<file path="config.mk">
export PLATFORM = sky130hd
export DESIGN_NAME = ysyx_22041207_axi_rd_arbiter_flat
export DESIGN_NICKNAME = d
export VERILOG_FILES = /design/src/rtl/ysyx_22041207_axi_rd_arbiter_pkg.sv /design/src/rtl/ysyx_22041207_axi_rd_arbiter_if.sv /design/src/rtl/ysyx_22041207_rr_grant2.sv /design/src/rtl/ysyx_22041207_axi_rd_arbiter.sv /design/src/flat_wrapper.sv
export SDC_FILE = /design/constraint.sdc
export NUM_CORES = 1
export LEC_CHECK = 0
export CAP_MARGIN = 5
export CORE_AREA = 3 3 160 162
export CTS_BUF_LIST = sky130_fd_sc_hd__clkbuf_8
export DETAILED_ROUTE_END_ITERATION = 16
export DIE_AREA = 0 0 163 165
export RECOVER_POWER = 50
export REMOVE_ABC_BUFFERS = 1
export SKIP_LAST_GASP = 1
export SYNTH_ARGS = -nofsm -noshare
export SYNTH_HDL_FRONTEND = slang
export SYNTH_SLANG_ARGS = --single-unit
</file>
<file path="constraint.sdc">
create_clock -name clk -period 2.6 [get_ports clk]
set_clock_uncertainty 0.2 [all_clocks]
set_input_delay 0.52 -clock clk [delete_from_list [all_inputs] [get_ports clk]]
set_output_delay 0.52 -clock clk [all_outputs]
set_load 0.01 [all_outputs]
</file>
<file path="src/rtl/ysyx_22041207_axi_rd_arbiter_pkg.sv">
// Shared types and constants for the two-requester AXI read arbiter.
package ysyx_22041207_axi_rd_arbiter_pkg;

  localparam int unsigned SIZE_W = 8;

  typedef enum logic [1:0] {
    IDLE = 2'd0,
    REQ  = 2'd1,
    RESP = 2'd2
  } arb_state_e;

  // Owner / last_grant encoding: 0 selects the fetch port, 1 the MEM-stage port.
  localparam logic OWNER_IF  = 1'b0;
  localparam logic OWNER_MEM = 1'b1;

  // Instruction fetches are always one 32-bit word.
  localparam logic [SIZE_W-1:0] IF_SIZE = SIZE_W'(4);

endpackage

</file>
<file path="src/rtl/ysyx_22041207_axi_rd_arbiter_if.sv">
// Bundle of the IF, MEM and downstream read channels seen by the arbiter.
interface ysyx_22041207_axi_rd_arbiter_if
  import ysyx_22041207_axi_rd_arbiter_pkg::*;
#(
  parameter int unsigned ADDR_W = 64,
  parameter int unsigned DATA_W = 64
);

  logic              if_r_valid_i;
  logic              if_r_ready_o;
  logic [ADDR_W-1:0] if_r_addr_i;
  logic [DATA_W-1:0] if_data_o;
  logic              if_data_valid_o;
  logic              if_data_ready_i;

  logic              me_r_valid_i;
  logic              me_r_ready_o;
  logic [ADDR_W-1:0] me_r_addr_i;
  logic [SIZE_W-1:0] me_r_size_i;
  logic [DATA_W-1:0] me_data_o;
  logic              me_data_valid_o;
  logic              me_data_ready_i;

  logic              rx_r_valid_o;
  logic              rx_r_ready_i;
  logic [ADDR_W-1:0] rx_r_addr_o;
  logic [SIZE_W-1:0] rx_r_size_o;
  logic [DATA_W-1:0] rx_data_i;
  logic              rx_data_valid_i;
  logic              rx_data_ready_o;

  // Arbiter side.
  modport slave (
    input  if_r_valid_i, if_r_addr_i, if_data_ready_i,
    input  me_r_valid_i, me_r_addr_i, me_r_size_i, me_data_ready_i,
    input  rx_r_ready_i, rx_data_i, rx_data_valid_i,
    output if_r_ready_o, if_data_o, if_data_valid_o,
    output me_r_ready_o, me_data_o, me_data_valid_o,
    output rx_r_valid_o, rx_r_addr_o, rx_r_size_o, rx_data_ready_o
  );

  // Requester / downstream-slave environment side.
  modport master (
    output if_r_valid_i, if_r_addr_i, if_data_ready_i,
    output me_r_valid_i, me_r_addr_i, me_r_size_i, me_data_ready_i,
    output rx_r_ready_i, rx_data_i, rx_data_valid_i,
    input  if_r_ready_o, if_data_o, if_data_valid_o,
    input  me_r_ready_o, me_data_o, me_data_valid_o,
    input  rx_r_valid_o, rx_r_addr_o, rx_r_size_o, rx_data_ready_o
  );

endinterface

</file>
<file path="src/rtl/ysyx_22041207_rr_grant2.sv">
// Two-way round-robin pick: a lone requester wins, a tie goes to the one not granted last.
module ysyx_22041207_rr_grant2
  import ysyx_22041207_axi_rd_arbiter_pkg::*;
(
  input  logic req_if,
  input  logic req_me,
  input  logic last_grant,
  output logic gnt_valid_c,
  output logic gnt_owner_c
);

  always_comb begin
    gnt_valid_c = req_if | req_me;
    gnt_owner_c = OWNER_IF;
    if (req_if && req_me) begin
      gnt_owner_c = ~last_grant;
    end else if (req_me) begin
      gnt_owner_c = OWNER_MEM;
    end
  end

endmodule

</file>
<file path="src/rtl/ysyx_22041207_axi_rd_arbiter.sv">
// Arbitrates IF and MEM read requests onto one downstream read port, one transaction at a time.
module ysyx_22041207_axi_rd_arbiter
  import ysyx_22041207_axi_rd_arbiter_pkg::*;
#(
  parameter int unsigned ADDR_W = 64,
  parameter int unsigned DATA_W = 64
)(
  input  logic                          clk,
  input  logic                          rst_n,
  ysyx_22041207_axi_rd_arbiter_if.slave bus
);

  arb_state_e        state;
  logic              owner;
  logic              last_grant;
  logic              rx_valid_q;
  logic [ADDR_W-1:0] addr_q;
  logic [SIZE_W-1:0] size_q;

  logic              gnt_valid_c;
  logic              gnt_owner_c;
  logic              owner_ready_c;

  ysyx_22041207_rr_grant2 u_rr_grant2 (
    .req_if      (bus.if_r_valid_i),
    .req_me      (bus.me_r_valid_i),
    .last_grant  (last_grant),
    .gnt_valid_c (gnt_valid_c),
    .gnt_owner_c (gnt_owner_c)
  );

  assign owner_ready_c = (owner == OWNER_MEM) ? bus.me_data_ready_i : bus.if_data_ready_i;

  // Request-side registers: grant in IDLE, hold the downstream request through REQ.
  always_ff @(posedge clk) begin
    if (!rst_n) begin
      state      <= IDLE;
      owner      <= OWNER_IF;
      last_grant <= OWNER_IF;
      rx_valid_q <= 1'b0;
      addr_q     <= '0;
      size_q     <= '0;
    end else begin
      case (state)
        IDLE: begin
          if (gnt_valid_c) begin
            owner      <= gnt_owner_c;
            last_grant <= gnt_owner_c;
            rx_valid_q <= 1'b1;
            addr_q     <= (gnt_owner_c == OWNER_MEM) ? bus.me_r_addr_i : bus.if_r_addr_i;
            size_q     <= (gnt_owner_c == OWNER_MEM) ? bus.me_r_size_i : IF_SIZE;
            state      <= REQ;
          end
        end
        REQ: begin
          if (bus.rx_r_ready_i) begin
            rx_valid_q <= 1'b0;
            state      <= RESP;
          end
        end
        RESP: begin
          // Returning to IDLE costs one cycle, so no grant can overlap the response.
          if (bus.rx_data_valid_i && owner_ready_c) begin
            state <= IDLE;
          end
        end
        default: begin
          rx_valid_q <= 1'b0;
          state      <= IDLE;
        end
      endcase
    end
  end

  // Grant readies and response routing are combinational on the registered state/owner.
  always_comb begin
    bus.if_r_ready_o    = 1'b0;
    bus.me_r_ready_o    = 1'b0;
    bus.if_data_o       = '0;
    bus.if_data_valid_o = 1'b0;
    bus.me_data_o       = '0;
    bus.me_data_valid_o = 1'b0;
    bus.rx_data_ready_o = 1'b0;

    if (rst_n && (state == IDLE) && gnt_valid_c) begin
      if (gnt_owner_c == OWNER_MEM) begin
        bus.me_r_ready_o = 1'b1;
      end else begin
        bus.if_r_ready_o = 1'b1;
      end
    end

    if (state == RESP) begin
      bus.rx_data_ready_o = owner_ready_c;
      if (owner == OWNER_MEM) begin
        bus.me_data_o       = bus.rx_data_i;
        bus.me_data_valid_o = bus.rx_data_valid_i;
      end else begin
        bus.if_data_o       = bus.rx_data_i;
        bus.if_data_valid_o = bus.rx_data_valid_i;
      end
    end
  end

  assign bus.rx_r_valid_o = rx_valid_q;
  assign bus.rx_r_addr_o  = addr_q;
  assign bus.rx_r_size_o  = size_q;

endmodule

</file>
<file path="src/flat_wrapper.sv">
// flat-port wrapper written by rule: the top's interface ports become plain ports
module ysyx_22041207_axi_rd_arbiter_flat import ysyx_22041207_axi_rd_arbiter_pkg::*;
#(
  parameter int unsigned ADDR_W = 64,
  parameter int unsigned DATA_W = 64
)
  (clk, rst_n, bus_if_r_valid_i, bus_if_r_addr_i, bus_if_data_ready_i, bus_me_r_valid_i, bus_me_r_addr_i, bus_me_r_size_i, bus_me_data_ready_i, bus_rx_r_ready_i, bus_rx_data_i, bus_rx_data_valid_i, bus_if_r_ready_o, bus_if_data_o, bus_if_data_valid_o, bus_me_r_ready_o, bus_me_data_o, bus_me_data_valid_o, bus_rx_r_valid_o, bus_rx_r_addr_o, bus_rx_r_size_o, bus_rx_data_ready_o);
  ysyx_22041207_axi_rd_arbiter_if #(.ADDR_W(ADDR_W), .DATA_W(DATA_W)) bus_i ();
  input  logic clk;
  input  logic rst_n;
  input wire logic [$bits(bus_i.if_r_valid_i)-1:0] bus_if_r_valid_i;
  input wire logic [$bits(bus_i.if_r_addr_i)-1:0] bus_if_r_addr_i;
  input wire logic [$bits(bus_i.if_data_ready_i)-1:0] bus_if_data_ready_i;
  input wire logic [$bits(bus_i.me_r_valid_i)-1:0] bus_me_r_valid_i;
  input wire logic [$bits(bus_i.me_r_addr_i)-1:0] bus_me_r_addr_i;
  input wire logic [$bits(bus_i.me_r_size_i)-1:0] bus_me_r_size_i;
  input wire logic [$bits(bus_i.me_data_ready_i)-1:0] bus_me_data_ready_i;
  input wire logic [$bits(bus_i.rx_r_ready_i)-1:0] bus_rx_r_ready_i;
  input wire logic [$bits(bus_i.rx_data_i)-1:0] bus_rx_data_i;
  input wire logic [$bits(bus_i.rx_data_valid_i)-1:0] bus_rx_data_valid_i;
  output wire logic [$bits(bus_i.if_r_ready_o)-1:0] bus_if_r_ready_o;
  output wire logic [$bits(bus_i.if_data_o)-1:0] bus_if_data_o;
  output wire logic [$bits(bus_i.if_data_valid_o)-1:0] bus_if_data_valid_o;
  output wire logic [$bits(bus_i.me_r_ready_o)-1:0] bus_me_r_ready_o;
  output wire logic [$bits(bus_i.me_data_o)-1:0] bus_me_data_o;
  output wire logic [$bits(bus_i.me_data_valid_o)-1:0] bus_me_data_valid_o;
  output wire logic [$bits(bus_i.rx_r_valid_o)-1:0] bus_rx_r_valid_o;
  output wire logic [$bits(bus_i.rx_r_addr_o)-1:0] bus_rx_r_addr_o;
  output wire logic [$bits(bus_i.rx_r_size_o)-1:0] bus_rx_r_size_o;
  output wire logic [$bits(bus_i.rx_data_ready_o)-1:0] bus_rx_data_ready_o;
  assign bus_i.if_r_valid_i = bus_if_r_valid_i;
  assign bus_i.if_r_addr_i = bus_if_r_addr_i;
  assign bus_i.if_data_ready_i = bus_if_data_ready_i;
  assign bus_i.me_r_valid_i = bus_me_r_valid_i;
  assign bus_i.me_r_addr_i = bus_me_r_addr_i;
  assign bus_i.me_r_size_i = bus_me_r_size_i;
  assign bus_i.me_data_ready_i = bus_me_data_ready_i;
  assign bus_i.rx_r_ready_i = bus_rx_r_ready_i;
  assign bus_i.rx_data_i = bus_rx_data_i;
  assign bus_i.rx_data_valid_i = bus_rx_data_valid_i;
  assign bus_if_r_ready_o = bus_i.if_r_ready_o;
  assign bus_if_data_o = bus_i.if_data_o;
  assign bus_if_data_valid_o = bus_i.if_data_valid_o;
  assign bus_me_r_ready_o = bus_i.me_r_ready_o;
  assign bus_me_data_o = bus_i.me_data_o;
  assign bus_me_data_valid_o = bus_i.me_data_valid_o;
  assign bus_rx_r_valid_o = bus_i.rx_r_valid_o;
  assign bus_rx_r_addr_o = bus_i.rx_r_addr_o;
  assign bus_rx_r_size_o = bus_i.rx_r_size_o;
  assign bus_rx_data_ready_o = bus_i.rx_data_ready_o;
  ysyx_22041207_axi_rd_arbiter #(.ADDR_W(ADDR_W), .DATA_W(DATA_W)) u_core (.clk(clk), .rst_n(rst_n), .bus(bus_i));
endmodule
</file>
Yosys cells after proc, flatten, opt, wreduce, memory -nomap -nowiden. Index checks and enable logic that the tools add are counted.

Reduce and logical (&&, ||, !) cells: 8. Equality and inequality tests: 5. Multiplexer cells: 25. Bitwise gates (word level): 3.

Operator list (number): 2-to-1 mux 64 bit (5); 2-to-1 mux 1 bit (14); 2-to-1 mux 8 bit (1); 2-to-1 mux 2 bit (3); case mux 2 bit (3 select lines) (1); AND reduction 3 bit (2); logical AND 1 bit (4); != test 2 x 1 -> 1 bit, second input constant (2); case mux 1 bit (3 select lines) (1); equality test 2 x 1 -> 1 bit, second input constant (1); equality test 2 bit, second input constant (1); logical NOT 2 bit (1); != test 2 bit, second input constant (1); inverter 1 bit (2); AND reduction 2 bit (1); bitwise OR 1 bit (1).

Output and inout bits: 206. Word-level logic and storage cells: 46. Register bits: 76.

Depth between registers and ports, before layout. Gate-level depths: netlist of the first run.

Depth after elaboration: 4. Depth in mapped cells: 6. Gate-level depth less buffers: 3.

Hierarchy. A second synthesis of the first run with hierarchy kept.

Cell total of the unflattened synthesis: 424. Area, all modules: 4053.9 um^2.

Modules (own cells, without submodules): ysyx_22041207_axi_rd_arbiter (instances 1, seq. area each 1521.5 um^2, area an instance 4040.1 um^2, cells an instance 422); ysyx_22041207_rr_grant2 (instances 1, seq. area each 0.0 um^2, area an instance 13.8 um^2, cells an instance 2).

Worst setup path before layout of the first run. OpenSTA, ideal clock, no wires.

Path type: input port to output port. Start point: in bus_me_r_valid_i. End point: out bus_me_r_ready_o. Arrival: 1.462 ns. Setup slack: 0.418 ns. Path buffers: 3. Stages: 5. Cells stage by stage: buf_4 > a21bo_4 > buf_6 > buf_6 > nor4_2.

Word-level cells in the longest chain between the ends: 4. Elaborated cells on any way between the ends: 7. Those cells by class: mux: 4; bitwise: 1; reduce/logical: 2.

Ends and longest elaborated chain: from (decl) (line flat_wrapper.sv:14) `input wire logic [$bits(bus_i.me_r_valid_i)-1:0] bus_me_r_valid_i;`; 2-to-1 mux 1 bit / logical AND 1 bit (equally long branches) (line ysyx_22041207_rr_grant2.sv:17, ysyx_22041207_rr_grant2.sv:15); 2-to-1 mux 1 bit (line ysyx_22041207_rr_grant2.sv:15) `if (req_if && req_me) begin`; 2-to-1 mux 1 bit (line ysyx_22041207_axi_rd_arbiter.sv:86) `if (gnt_owner_c == OWNER_MEM) begin`; 2-to-1 mux 1 bit * (line ysyx_22041207_axi_rd_arbiter.sv:85) `if (rst_n && (state == IDLE) && gnt_valid_c) begin`; to (decl) (line flat_wrapper.sv:24) `output wire logic [$bits(bus_i.me_r_ready_o)-1:0] bus_me_r_ready_o;`.

Every way passes the cells marked *; elsewhere a longest branch is shown, timed or not.

Worst setup path after layout of the first run.
Start point: reg u_core.state[0]. End point: out bus_if_data_o[9].

Word-level cells in the longest chain between the ends: 2.

Ends and longest elaborated chain: from (decl) (line ysyx_22041207_axi_rd_arbiter.sv:13) `arb_state_e state;`; from (signal assigned) (line ysyx_22041207_axi_rd_arbiter.sv:37) `state <= IDLE;`; from (signal assigned) (line ysyx_22041207_axi_rd_arbiter.sv:52) `state <= REQ;`; from (signal assigned) (line ysyx_22041207_axi_rd_arbiter.sv:58) `state <= RESP;`; equality test 2 bit (line ysyx_22041207_axi_rd_arbiter.sv:93) `if (state == RESP) begin`; 2-to-1 mux 64 bit (line ysyx_22041207_axi_rd_arbiter.sv:93); to (decl) (line flat_wrapper.sv:22) `output wire logic [$bits(bus_i.if_data_o)-1:0] bus_if_data_o;`.

Every way passes these cells.

==> run summary, run 1 <==
Placement Rows -> 57
Core ar. -> 24200 sq um
largest area contributor in the netlist -> dfxtp_1
Cells on Worst Hold Path -> 2
crit-path max cell delay -> 0.56 ns
Worst IR Drop VDD -> 0.000192 V
final worst setup slack -> 0.00516 ns
Leakage -> 4.86 nW
Yosys Warn Count -> 0
WL per Instance -> 19.9 microns
Setup CP Type -> reg -> out
Final ANT Viol Nets -> 0
Placer Congestion -> 0.774
DP Worst Slack -> -0.228 ns
FF+latch count, synth -> 76
mapped cell area -> 4540 sq um
Final setup viols -> 0
Max-Cap Viols -> 0
Setup TNS -> 0 ns
Ports -> 414
layout cell share with drive strength beyond 1 -> 0.0804
sequential fraction of the synthesis area -> 0.335
initial drt markers -> 304
CTS Buf Count -> 9
vias in the first global route -> 5988
clock buffer depth -> 2
drt pass-1 iters -> 4
Yosys cell types -> 30
Placement Cell Area -> 9080 sq um
P per Cell Area -> 408 nW/um^2
CP endpoint kind -> output pin
Skew-Pair Late Insertion Delay -> 0.34 ns
gr usage total -> 0.179
hpwl dp -> 19.3 mm
worst rel slew slack -> 0.301
Starting Density -> 0.187
die height -> 165 microns
syn_area_per_cell -> 7.83 sq um
r2r worst-path depth -> 5
DRC Markers -> 0
Area contributors post-synth -> dfxtp_1 (33%), and2_1 (18%), a311oi_1 (8.5%)
Critical Path AT -> 1.87 ns
Critical Path Start Type -> register
critical path cell sequence -> nand2b_4, nor2_4, buf_4, buf_12, and2_1, clkdlybuf4s50_1
RSZ-0062 raised after global routing -> true
Critical Path Fanout Max -> 12
Critical Path RT -> 1.88 ns
vias per cell -> 4.51
Sink Count -> 76
clock slew at reported path FFs -> 0.08 ns
Post-Route WL -> 26.0 mm
min-delay worst type -> reg -> reg
largest net degree at the start of global routing -> 76
initial antenna violation count -> 8
slowest cell on the critical path -> clkdlybuf4s50_1
Chip Width -> 163 microns
area grow syn2layout -> 108%
actual slew at the worst max-slew pin -> 1.05 ns
hold_ws -> 0.267 ns
Max Clk Rate -> 385 MHz
Overall Power -> 0.00385 W
fillers -> 2508
Design Area, Final -> 9450 sq um
die area -> 26900 sq um
global route total overflow -> 0
status -> completed
H-Tree Depth -> 3
max-slew violations -> 0
Mapped Cells -> 580
minimum clock period -> 2.59 ns
via count -> 5906
Port-buffer cells -> 413
CTS Root Cell -> clkbuf_8
Tcrit/Tclk final -> 0.998
first-pass GRT wire length -> 36.7 mm
CTS tree -> done
Final nets -> 1185
area share of the largest cell type after synthesis -> 0.335
Final Hold Violating Endpoints -> 0
layout by cell type, fill, tap and decap left out, types with 2 or more instances in the layout:
| cell type | n |
|---|---|
| clkdlybuf4s50_1 | 220 |
| and2_1 | 130 |
| dlygate4sd3_1 | 74 |
| dfxtp_1 | 74 |
| a21oi_1 | 72 |
| nand3_1 | 65 |
| nand2_1 | 64 |
| dlygate4sd2_1 | 63 |
| a311oi_1 | 55 |
| dlymetal6s2s_1 | 51 |
| buf_4 | 28 |
| clkbuf_8 | 10 |
| a311oi_2 | 9 |
| o21ai_0 | 9 |
| nand4_1 | 7 |
| buf_12 | 7 |
| nor2_4 | 4 |
| nor2_1 | 4 |
| diode_2 | 3 |
| inv_1 | 2 |
| a22oi_1 | 2 |
| clkinv_4 | 2 |
| bufinv_16 | 2 |
| inv_6 | 2 |
| clkbuf_16 | 2 |
| clkbuf_4 | 2 |
| dfxtp_2 | 2 |
synthesized netlist by cell type:
cell / count
a311oi_1: 44
nor2_2: 2
nand4_1: 7
a21oi_1: 72
dfxtp_1: 76
and2_1: 130
a311oi_2: 20
a21bo_4: 1
buf_4: 8
or2_1: 2
buf_6: 4
nand4b_1: 1
nand2_1: 64
clkbuf_2: 1
o31ai_1: 1
nand3_1: 65
and3_1: 1
nor2b_1: 1
clkbuf_1: 31
inv_1: 2
o21ai_0: 9
nor2_1: 7
buf_1: 3
buf_2: 21
mux2i_1: 1
nor4_2: 1
nand2b_1: 1
a22oi_1: 2
o221a_1: 1
nand2_2: 1
where the power goes:
| part | switching, W | internal, W |
|---|---|---|
| sequential | 0.0000671 | 0.00131 |
| combinational | 0.000645 | 0.000751 |
| clock | 0.000502 | 0.000578 |
final cells by class:
type | count | area (sq um) | share of cell area
flip-flops and latches | 76 | 1520 | 0.161
multi-input cells | 434 | 2640 | 0.279
well taps | 324 | 405 | 0.0429
inverters | 2 | 7.51 | 0.000795
clock inverters | 6 | 95.1 | 0.0101
clock buffers | 10 | 138 | 0.0146
repair buffers | 454 | 4630 | 0.490
diodes | 3 | 7.51 | 0.000795
registers in the layout, summed over array words and instances (netlist names):
register,cells
u_core.bus.rx_r_addr_o,64
u_core.bus.rx_r_valid_o,1
u_core.owner,1
u_core.state,2
u_core.bus.rx_r_size_o,8
layer usage:
layer | share of wire | GRT usage | wire, microns
met3 | 0.080 | 0.0544 | 2080
met1 | 0.37 | 0.196 | 9530
met2 | 0.53 | 0.328 | 13800
met5 | 0.00077 | 0 | 20
met4 | 0.022 | 0.0600 | 584
cell families after synthesis:
group | synth area share
simple gates | 0.335
compound gates | 0.251
flops | 0.335
buf+inv | 0.0771
mux | 0.00220
through the flow:
step	util	instances
finish	0.390	1309
global route	0.390	1309
CTS	0.384	1300
detailed placement	0.374	1281
global placement	0.374	1281
floorplan	-	512
repair_timing:
action,4_1_cts,5_1_grt
pin swaps,1,0
resized for setup,71,56
cloned,1,2
setup buffers,2,4
hold buffers,0,0
setup endpoints to repair,132,67
critical path, delay by kind of cell (launching register included):
kind | cells | cell delay (ns)
buf+inv | 3 | 0.81
flops | 1 | 0.32
simple gates | 3 | 0.40
final timing paths:
check / startpoint / endpoint / slack (ns)
max: u_core.state[0] / bus_if_data_o[9] / 0.005
min: u_core.bus.rx_r_size_o[5] / u_core.bus.rx_r_size_o[5] / 0.27
max reg2reg: u_core.state[0] / u_core.bus.rx_r_addr_o[38] / 0.30
min reg2reg: u_core.bus.rx_r_size_o[5] / u_core.bus.rx_r_size_o[5] / 0.27
(Power assumes the default switching activity.)
==> run 2: changes to the inputs <==
- SKIP_LAST_GASP: 1 -> unset
- SLEW_MARGIN: unset -> 20
==> run 2 against run 1 <==
  * Routed wire length is 0.97% lower
  * Via count shrank 0.91%
  * Core utilization decreased by 1.3 points
  * Final area is 3.2% lower
  * Critical endpoint is now bus_me_r_ready_o
  * Critical path type is now in -> out
  * Combinational power fell by 3%
  * Largest cell class unchanged
==> run summary, run 2 (synthesis results as in run 1) <==
Worst IR Drop VDD -> 0.000192 V (about the same)
Critical Path Start Type -> input pin
actual slew at the worst max-slew pin -> 1.05 ns (+0.00288 ns)
Post-Route WL -> 25.8 mm (-0.97%)
Setup CP Type -> in -> out
CTS Buf Count -> 9 (unchanged)
Port-buffer cells -> 413 (unchanged)
min-delay worst type -> reg -> reg
switch share -> 0.317 (+0.00122)
P_sw -> 0.00121 W (-0.43%)
WL per Instance -> 19.8 microns (-0.51%)
fillers -> 2557 (+2.0%)
Seq pwr share -> 0.360 (+0.003)
layout cell share with drive strength beyond 1 -> 0.0717 (-0.00873)
Chip Width -> 163 microns (unchanged)
Final Util -> 0.377 (-0.0126)
CTS Root Cell -> clkbuf_8
clock buffer depth -> 2 (unchanged)
DP Worst Slack -> -0.228 ns (unchanged)
Final Hold Violating Endpoints -> 0 (unchanged)
Ports -> 414 (unchanged)
Skew-Pair Late Insertion Delay -> 0.34 ns (about the same)
vias in the first global route -> 5980 (-0.13%)
clock slew at reported path FFs -> 0.08 ns (about the same)
area grow syn2layout -> 101%
minimum clock period -> 2.51 ns (-0.0861 ns)
Max Clk Rate -> 399 MHz (+3.4%)
H-Tree Depth -> 3 (unchanged)
max-slew violations -> 0 (unchanged)
worst rel slew slack -> 0.299 (-0.00192)
gr usage total -> 0.179 (about the same)
initial antenna violation count -> 8 (unchanged)
Comb pwr share -> 0.357 (-0.006)
first-pass GRT wire length -> 36.7 mm (about the same)
Placement Rows -> 57 (unchanged)
most common cell after layout, fill and taps aside -> clkdlybuf4s50_1
Final ANT Viol Nets -> 0 (unchanged)
Clock Power Share -> 0.283 (+0.003)
CP endpoint kind -> output pin
Placer Congestion -> 0.774 (unchanged)
Max-Cap Viols -> 0 (unchanged)
vias per cell -> 4.49 (-0.46%)
internal power -> 0.00261 W (-0.99%)
Final nets -> 1179 (-0.51%)
RSZ-0062 raised after global routing -> false
Critical Path RT -> 1.88 ns (about the same)
Critical Path Fanout Max -> 4 (-8)
Tcrit/Tclk final -> 0.965 (-0.0331)
via count -> 5852 (-0.91%)
die area -> 26900 sq um (unchanged)
Final setup viols -> 0 (unchanged)
drt pass-1 iters -> 4 (unchanged)
Core ar. -> 24200 sq um (unchanged)
final worst setup slack -> 0.0912 ns (+0.0861 ns)
most frequent cells in the layout -> clkdlybuf4s50_1 (208), and2_1 (130), dlygate4sd2_1 (126)
DRC Markers -> 0 (unchanged)
Critical Path AT -> 1.79 ns (-0.08 ns)
global route total overflow -> 0 (unchanged)
P per Cell Area -> 418 nW/um^2 (+2.5%)
hpwl dp -> 19.3 mm (unchanged)
CTS tree -> done
status -> completed
hold_ws -> 0.267 ns (-0.000631 ns)
die height -> 165 microns (unchanged)
largest net degree at the start of global routing -> 76 (unchanged)
Starting Density -> 0.187 (unchanged)
initial drt markers -> 313 (+3.0%)
max reg flops -> 64 (unchanged)
Leakage -> 4.18 nW (-14%)
Sink Count -> 76 (unchanged)
run 2: cell types whose count changed in the layout (fill, tap and decap cells not counted):
cell	before	now
clkdlybuf4s50_1	220	208
a311oi_2	9	6
dlygate4sd2_1	63	126
or2_1	0	1
clkbuf_16	2	0
dlymetal6s2s_1	51	0
buf_4	28	24
or2_0	1	0
a311oi_1	55	58
run 2: critical path, cell delays in order:
cell,delay (ns)
clkdlybuf4s50_1,0.47
a21bo_4,0.26
nor4_2,0.23
dlygate4sd1_1,0.31
run 2: cell type report:
type	instances	area, sq um	share of cell area
Timing Repair Buffer	448	4350	0.475
Tap cell	324	405	0.0443
Clock buffer	10	138	0.0151
Multi-Input combinational cell	434	2620	0.286
Clock inverter	6	95.1	0.0104
Antenna cell	3	7.51	0.000821
Sequential cell	76	1520	0.167
Inverter	2	7.51	0.000821
run 2: what timing repair did:
item                       4_1_cts  5_1_grt
gates cloned                     1        0
setup buffers                    2        0
setup endpoints to repair      132        4
hold buffers                     0        0
gates resized for setup        134        5
pin swaps                        1        0
run 2: power groups by stage:
| stage | Sequential (W) | Clock, W | Combinational, W |
|---|---|---|---|
| 2_1_floorplan | 0.00147 | 0 | 0.000476 |
| 3_3_place_gp | 0.00140 | 0 | 0.00147 |
| 3_5_place_dp | 0.00141 | 0 | 0.00147 |
| 4_1_cts | 0.00138 | 0.00113 | 0.00146 |
| 5_1_grt | 0.00140 | 0.00117 | 0.00147 |
| 6_report | 0.00137 | 0.00108 | 0.00136 |
run 2: stage by stage:
stage | setup TNS, ns | cells | power (W) | instance area (sq um)
3_5_place_dp | -0.426 | 1281 | 0.00287 | 9080
5_1_grt | 0 | 1303 | 0.00403 | 9140
4_1_cts | 0 | 1300 | 0.00397 | 9230
3_3_place_gp | -0.424 | 1281 | 0.00287 | 9080
6_report | 0 | 1303 | 0.00382 | 9140
2_1_floorplan | -84.56 | 512 | 0.00195 | 4200
run 2: routing by layer:
metal  part of all wire  global-route usage  wire (microns)  vias up
met5            0.00078                   0              20        -
met4              0.023              0.0600             584        2
met3              0.079              0.0544            2040       33
met2               0.52               0.328           13400      254
met1               0.38               0.195            9720     2715
li1                   -                   -               -     2848
run 2: worst paths after layout:
check | startpoint | cells past startpoint | slack (ns) | endpoint
setup / recovery | bus_if_r_valid_i | 4 | 0.09 | bus_me_r_ready_o
setup reg to reg | u_core.state[0] | 5 | 0.35 | u_core.bus.rx_r_addr_o[38]
hold / removal | u_core.bus.rx_r_size_o[5] | 2 | 0.27 | u_core.bus.rx_r_size_o[5]
hold reg to reg | u_core.bus.rx_r_size_o[5] | 2 | 0.27 | u_core.bus.rx_r_size_o[5]
==> run 3: changes to the inputs <==
- GPL_ROUTABILITY_DRIVEN: unset -> 0
==> results of run 3 <==
No change in the layout: final DEF, timing and power equal those of run 2.
==> RTL edit 1, RTL diff (config.mk and constraints of run 1) <==
`ADDR_W` is set to 64 in 3 places; all go to 32.
--- a/src/rtl/ysyx_22041207_axi_rd_arbiter_if.sv
+++ b/src/rtl/ysyx_22041207_axi_rd_arbiter_if.sv
@@ -2,7 +2,7 @@
 interface ysyx_22041207_axi_rd_arbiter_if
   import ysyx_22041207_axi_rd_arbiter_pkg::*;
 #(
-  parameter int unsigned ADDR_W = 64,
+  parameter int unsigned ADDR_W = 32,
   parameter int unsigned DATA_W = 64
 );
 
--- a/src/rtl/ysyx_22041207_axi_rd_arbiter.sv
+++ b/src/rtl/ysyx_22041207_axi_rd_arbiter.sv
@@ -2,7 +2,7 @@
 module ysyx_22041207_axi_rd_arbiter
   import ysyx_22041207_axi_rd_arbiter_pkg::*;
 #(
-  parameter int unsigned ADDR_W = 64,
+  parameter int unsigned ADDR_W = 32,
   parameter int unsigned DATA_W = 64
 )(
   input  logic                          clk,
--- a/src/flat_wrapper.sv
+++ b/src/flat_wrapper.sv
@@ -1,7 +1,7 @@
 // flat-port wrapper written by rule: the top's interface ports become plain ports
 module ysyx_22041207_axi_rd_arbiter_flat import ysyx_22041207_axi_rd_arbiter_pkg::*;
 #(
-  parameter int unsigned ADDR_W = 64,
+  parameter int unsigned ADDR_W = 32,
   parameter int unsigned DATA_W = 64
 )
   (clk, rst_n, bus_if_r_valid_i, bus_if_r_addr_i, bus_if_data_ready_i, bus_me_r_valid_i, bus_me_r_addr_i, bus_me_r_size_i, bus_me_data_ready_i, bus_rx_r_ready_i, bus_rx_data_i, bus_rx_data_valid_i, bus_if_r_ready_o, bus_if_data_o, bus_if_data_valid_o, bus_me_r_ready_o, bus_me_data_o, bus_me_data_valid_o, bus_rx_r_valid_o, bus_rx_r_addr_o, bus_rx_r_size_o, bus_rx_data_ready_o);
Ports: changed (resized bus_if_r_addr_i, bus_me_r_addr_i and bus_rx_r_addr_o); port bits go from 414 to 318. The function was not compared with the original's and may differ.
==> RTL edit 1 against run 1 <==
Total power fell by 43%; final cell count fell by 22%; sequential cell count fell by 32; synthesized area fell by 34%; core utilization fell by 11 points; synthesized cell count fell by 36%; cell area fell by 29%; critical path depth fell by 1; routed wire length fell by 28%; clock power fell by 55%; combinational power fell by 34%; register-to-register slack improved by 350 ps; setup slack improved by 84 ps; critical path type is now in -> out.
==> RTL edit 1: results (changes against run 1) <==
[run_status]
status=finished clean

[synthesis]
synth-seq-area-share_pct=29.5  ; -4.0 points
synth_commonest_cells=and2_1, nand2_1, dfxtp_1, a21oi_1, a311oi_2
ys_types=29  ; -3.3%
netlist_top_cells_area=dfxtp_1, and2_1, a311oi_2

[hold_path]
worstHoldStart=u_core.bus.rx_r_valid_o

[power]
vdd_drop_max_mv=0.179  ; -6.8%
power_leakage_nw=3.19  ; -35%

[clocking]
htreeDepth=2  ; -1
insertion_delay_ps=300  ; -40 ps
numCtsBuffers=5  ; -4

[timing]
slew_headroom_pct=28.7  ; -1.4 points

[setup_path]
crit_path_start=bus_if_r_valid_i
path_max_fanout=3  ; -9
crit_arrival_ps=1790  ; -80 ps
cp-start-kind=input port
crit-reg2reg-launch=u_core.state[1]

[placement]
place_area_um2=6610  ; -27%
place.gp.congestion=0.768  ; -0.66%
io_buffers=317  ; -23%
hpwl_mm=14.8  ; -23%

[finish]
nets=836  ; -29%

[global_routing]
grt_pass1_wl_mm=25.6  ; -30%
antenna_found_initial=5  ; -3
track_usage_pct=13.0  ; -4.9 points

[drt]
route.detailed.wl_per_inst_um=18.5  ; -6.9%
num_vias=3903  ; -34%
drtIter0Drc=131  ; -57%

RTL edit 1: logic make-up after synthesis:
kind of cell / Yosys count / share of synthesized area (%)
AO/OA/AOI/OAI: 80 / 25.6
AND/OR/NAND/NOR: 210 / 38.1
flip-flops: 44 / 29.5
buffers and inverters: 38 / 6.45
multiplexers: 1 / 0.335
RTL edit 1: layer usage:
metal  vias to the layer above  part of all wire [%]  track usage (%)
met4                         4                   1.1             2.92
met5                         -                  0.13                0
met3                        20                   9.3             4.39
met1                      1755                    37             13.9
met2                       222                    53             24.6
li1                       1902                     -                -
RTL edit 1: metrics by stage:
step	utilization (%)	setup WS [ps]	hold slack, ps	instances	power (mW)
6_report	27.8	89.5	259	1018	2.20
5_1_grt	27.8	-0.226	288	1018	2.34
4_1_cts	28.2	-161	267	1017	2.32
3_5_place_dp	27.3	-119	254	996	1.80
3_3_place_gp	27.3	-98.6	244	996	1.80
2_1_floorplan	-	-225	277	337	1.16
RTL edit 1: worst max-delay path, stage by stage:
cell and delay [ps]:
dlygate4sd3_1 600, or2_1 250, nand2_1 100, nor3_1 50, dlygate4sd2_1 280
RTL edit 1: worst paths after layout:
check | to | slack, ps | cells after the start
min reg2reg | u_core.bus.rx_r_valid_o | 260 | 2
max | bus_if_r_ready_o | 90 | 5
max reg2reg | u_core.bus.rx_r_addr_o[27] | 650 | 6
min | u_core.bus.rx_r_valid_o | 260 | 2
RTL edit 1: repair_timing:
action	4_1_cts	5_1_grt
pin swaps	1	1
setup buffers	8	0
gates resized for setup	120	35
endpoints found under the setup margin	130	59
gates cloned	5	0
hold endpoints to repair	0	0
RTL edit 1: layout make-up:
cell class / instances / area [um2]
antenna: 1 / 2.50
inverter: 2 / 7.51
clock buffer: 6 / 82.6
tap: 324 / 405
multi-input combinational: 291 / 1850
fill: 2668 / 17500
timing repair buffer: 348 / 3490
clock inverter: 2 / 13.8
sequential: 44 / 886
RTL edit 1: power breakdown:
part | switching, mW | internal, mW
Combinational | 0.411 | 0.515
Sequential | 0.0403 | 0.754
Clock | 0.266 | 0.218
==> RTL edit 2, RTL diff (settings of run 1) <==
Without the edit above. Reset style: asynchronous (`rst_n`), changed in one clocked block.
--- a/src/rtl/ysyx_22041207_axi_rd_arbiter.sv
+++ b/src/rtl/ysyx_22041207_axi_rd_arbiter.sv
@@ -32,7 +32,7 @@
   assign owner_ready_c = (owner == OWNER_MEM) ? bus.me_data_ready_i : bus.if_data_ready_i;
 
   // Request-side registers: grant in IDLE, hold the downstream request through REQ.
-  always_ff @(posedge clk) begin
+  always_ff @(posedge clk or negedge rst_n) begin
     if (!rst_n) begin
       state      <= IDLE;
       owner      <= OWNER_IF;
Formal check against the unedited RTL: differs if rst_n is asserted again (counterexample within 4 cycles, from zero or initial values and one cycle with rst_n low); with rst_n held inactive, the same outputs for 4 cycles.
==> RTL edit 2 against run 1 <==
The flow now finishes with violations (capacitance limit, slew limit); setup slack gained 90 ps; routed wire length shrank 13%; cell area grew 1.7%; sequential cell count is the same; first-iteration DRC count shrank 73%; synthesized area shrank 0.30%; highest routed layer unchanged; global-route usage shrank 2.3 points; fmax grew 3.6%; non-clock buffer count shrank 9; synthesized cell count shrank 32%.
Power is not compared: it rests on default switching activity, and its combinational part moved more than twofold at a synthesized area within 25%.
==> RTL edit 2: results (changes against run 1) <==
[finish]
largest_reg_flops=64  ; unchanged
drive_gt1_share_pct=22.2  ; +14 points
nets=1031  ; -13%

[setup_path]
cpMaxStageDelayCell=dfrtp_1
path_max_fanout=16  ; +4
critPathMaxStageDelay_ps=380  ; -180 ps
crit_arrival_ps=1780  ; -90 ps

[global_routing]
antenna_found_initial=2  ; -6
grt_pass1_vias=4966  ; -17%
track_usage_pct=15.6  ; -2.3 points
grt_pass1_wl_mm=31.2  ; -15%
grt_max_degree=77  ; +1.3%

[drt]
drtIter0Drc=83  ; -73%
vias_per_cell=3.98  ; -12%
wl_mm=22.6  ; -13%
route.detailed.wl_per_inst_um=19.6  ; -1.5%

[placement]
dpl.cell_count=1128  ; -12%
place.gp.congestion=0.748  ; -3.3%
hpwl_mm=18.0  ; -6.8%

[run_status]
status=finished, violations left
violations=capacitance limit, slew limit

[clocking]
root_buffer=clkbuf_8
insertion_delay_ps=340  ; about the same
htreeDepth=3  ; unchanged

[power]
power_leakage_nw=5.20

[run]
maxCapViolCount=1  ; +1

[synthesis]
synthArstFlopShare_pct=100  ; +100 points
synth-seq-area-share_pct=42.0  ; +8.5 points
netlist_top_cells_area=dfrtp_1, mux2_2, and2_1
ys_types=23  ; -23%
synth_commonest_cells=and2_1, mux2_2, dfrtp_1, clkbuf_1
syn_area_per_cell_um2=11.4  ; +46%

[timing]
slew_viol_final=77  ; +77
slew_headroom_pct=-13.9  ; -44 points

==> RTL edit 2: changes by cell type after synthesis, moves of 59 or more <==
cell            run 1  this run
mux2_2              0       128
dfrtp_1             0        76
dfxtp_1            76         0
a21oi_1            72         0
nand3_1            65         0
nand2_1            64         5
==> RTL edit 2: layer usage <==
metal	vias up	global-route usage, %	wire (um)
met5	-	0	10
met4	2	2.77	182
met3	12	5.82	2350
met2	256	28.8	11800
met1	2127	17.2	8200
li1	2190	-	-
==> RTL edit 2: repair_timing <==
item / in CTS / in global routing
pin swaps: 3 / 1
buffers inserted: 4 / 1
setup endpoints to repair: 131 / 64
gates cloned: 1 / 3
gates resized for setup: 79 / 66
==> RTL edit 2: area by class of cell <==
| class | count | area, um2 |
|---|---|---|
| clock buffer | 9 | 124 |
| antenna | 1 | 2.50 |
| tap | 324 | 405 |
| clock inverter | 7 | 116 |
| timing repair buffer | 445 | 4570 |
| inverter | 3 | 11.3 |
| multi-input combinational | 288 | 2470 |
| fill | 2420 | 14600 |
| sequential | 76 | 1900 |
==> RTL edit 2: path summary, 6_finish.rpt <==
kind | from | to | slack, ps | cells after the start
worst min-delay path | u_core.bus.rx_r_valid_o | u_core.bus.rx_r_valid_o | 280 | 2
min in group asynchronous | rst_n | u_core.bus.rx_r_addr_o[56] | 600 | 2
max in group asynchronous | rst_n | u_core.state[1] | 480 | 2
worst max-delay path | u_core.state[0] | bus_if_data_o[17] | 100 | 6
worst min register to register | u_core.bus.rx_r_valid_o | u_core.bus.rx_r_valid_o | 280 | 2
worst max register to register | u_core.state[1] | u_core.bus.rx_r_addr_o[54] | 210 | 6
==> RTL edit 2: power by group through the flow <==
stage / clock [mW] / combinational [mW] / sequential, mW
after floorplan: 0 / 1.54 / 2.38
after global placement: 0 / 4.58 / 2.08
after detailed placement: 0 / 4.58 / 2.10
after CTS: 1.14 / 4.60 / 2.08
after global routing: 1.20 / 4.63 / 2.13
final: 1.08 / 4.31 / 2.04
==> RTL edit 2: through the flow <==
step	instance area, um2	hold WS [ps]	total power [mW]	setup slack (ps)
6_report	9610	275	7.44	95.6
2_1_floorplan	4370	24.4	3.92	-3670
3_3_place_gp	9170	261	6.66	-338
5_1_grt	9600	315	7.95	1.39
4_1_cts	9400	288	7.82	-178
3_5_place_dp	9170	267	6.68	-318
==> RTL edit 2: cells by family (layout without fill, tap and decap cells) <==
logic type,Yosys count,count (layout),share of synthesized area (%)
AND/OR/NAND/NOR,147,147,20.0
multiplexers,129,129,32.0
flip-flops,76,76,42.0
buffers and inverters,32,464,3.76
AO/OA/AOI/OAI,12,12,2.18
other,0,1,0
==> RTL edit 2: worst min-delay path: stages, from the launching register on <==
cell     delay [ps]
dfrtp_1         340
nand2_1          50
nand2_1          50
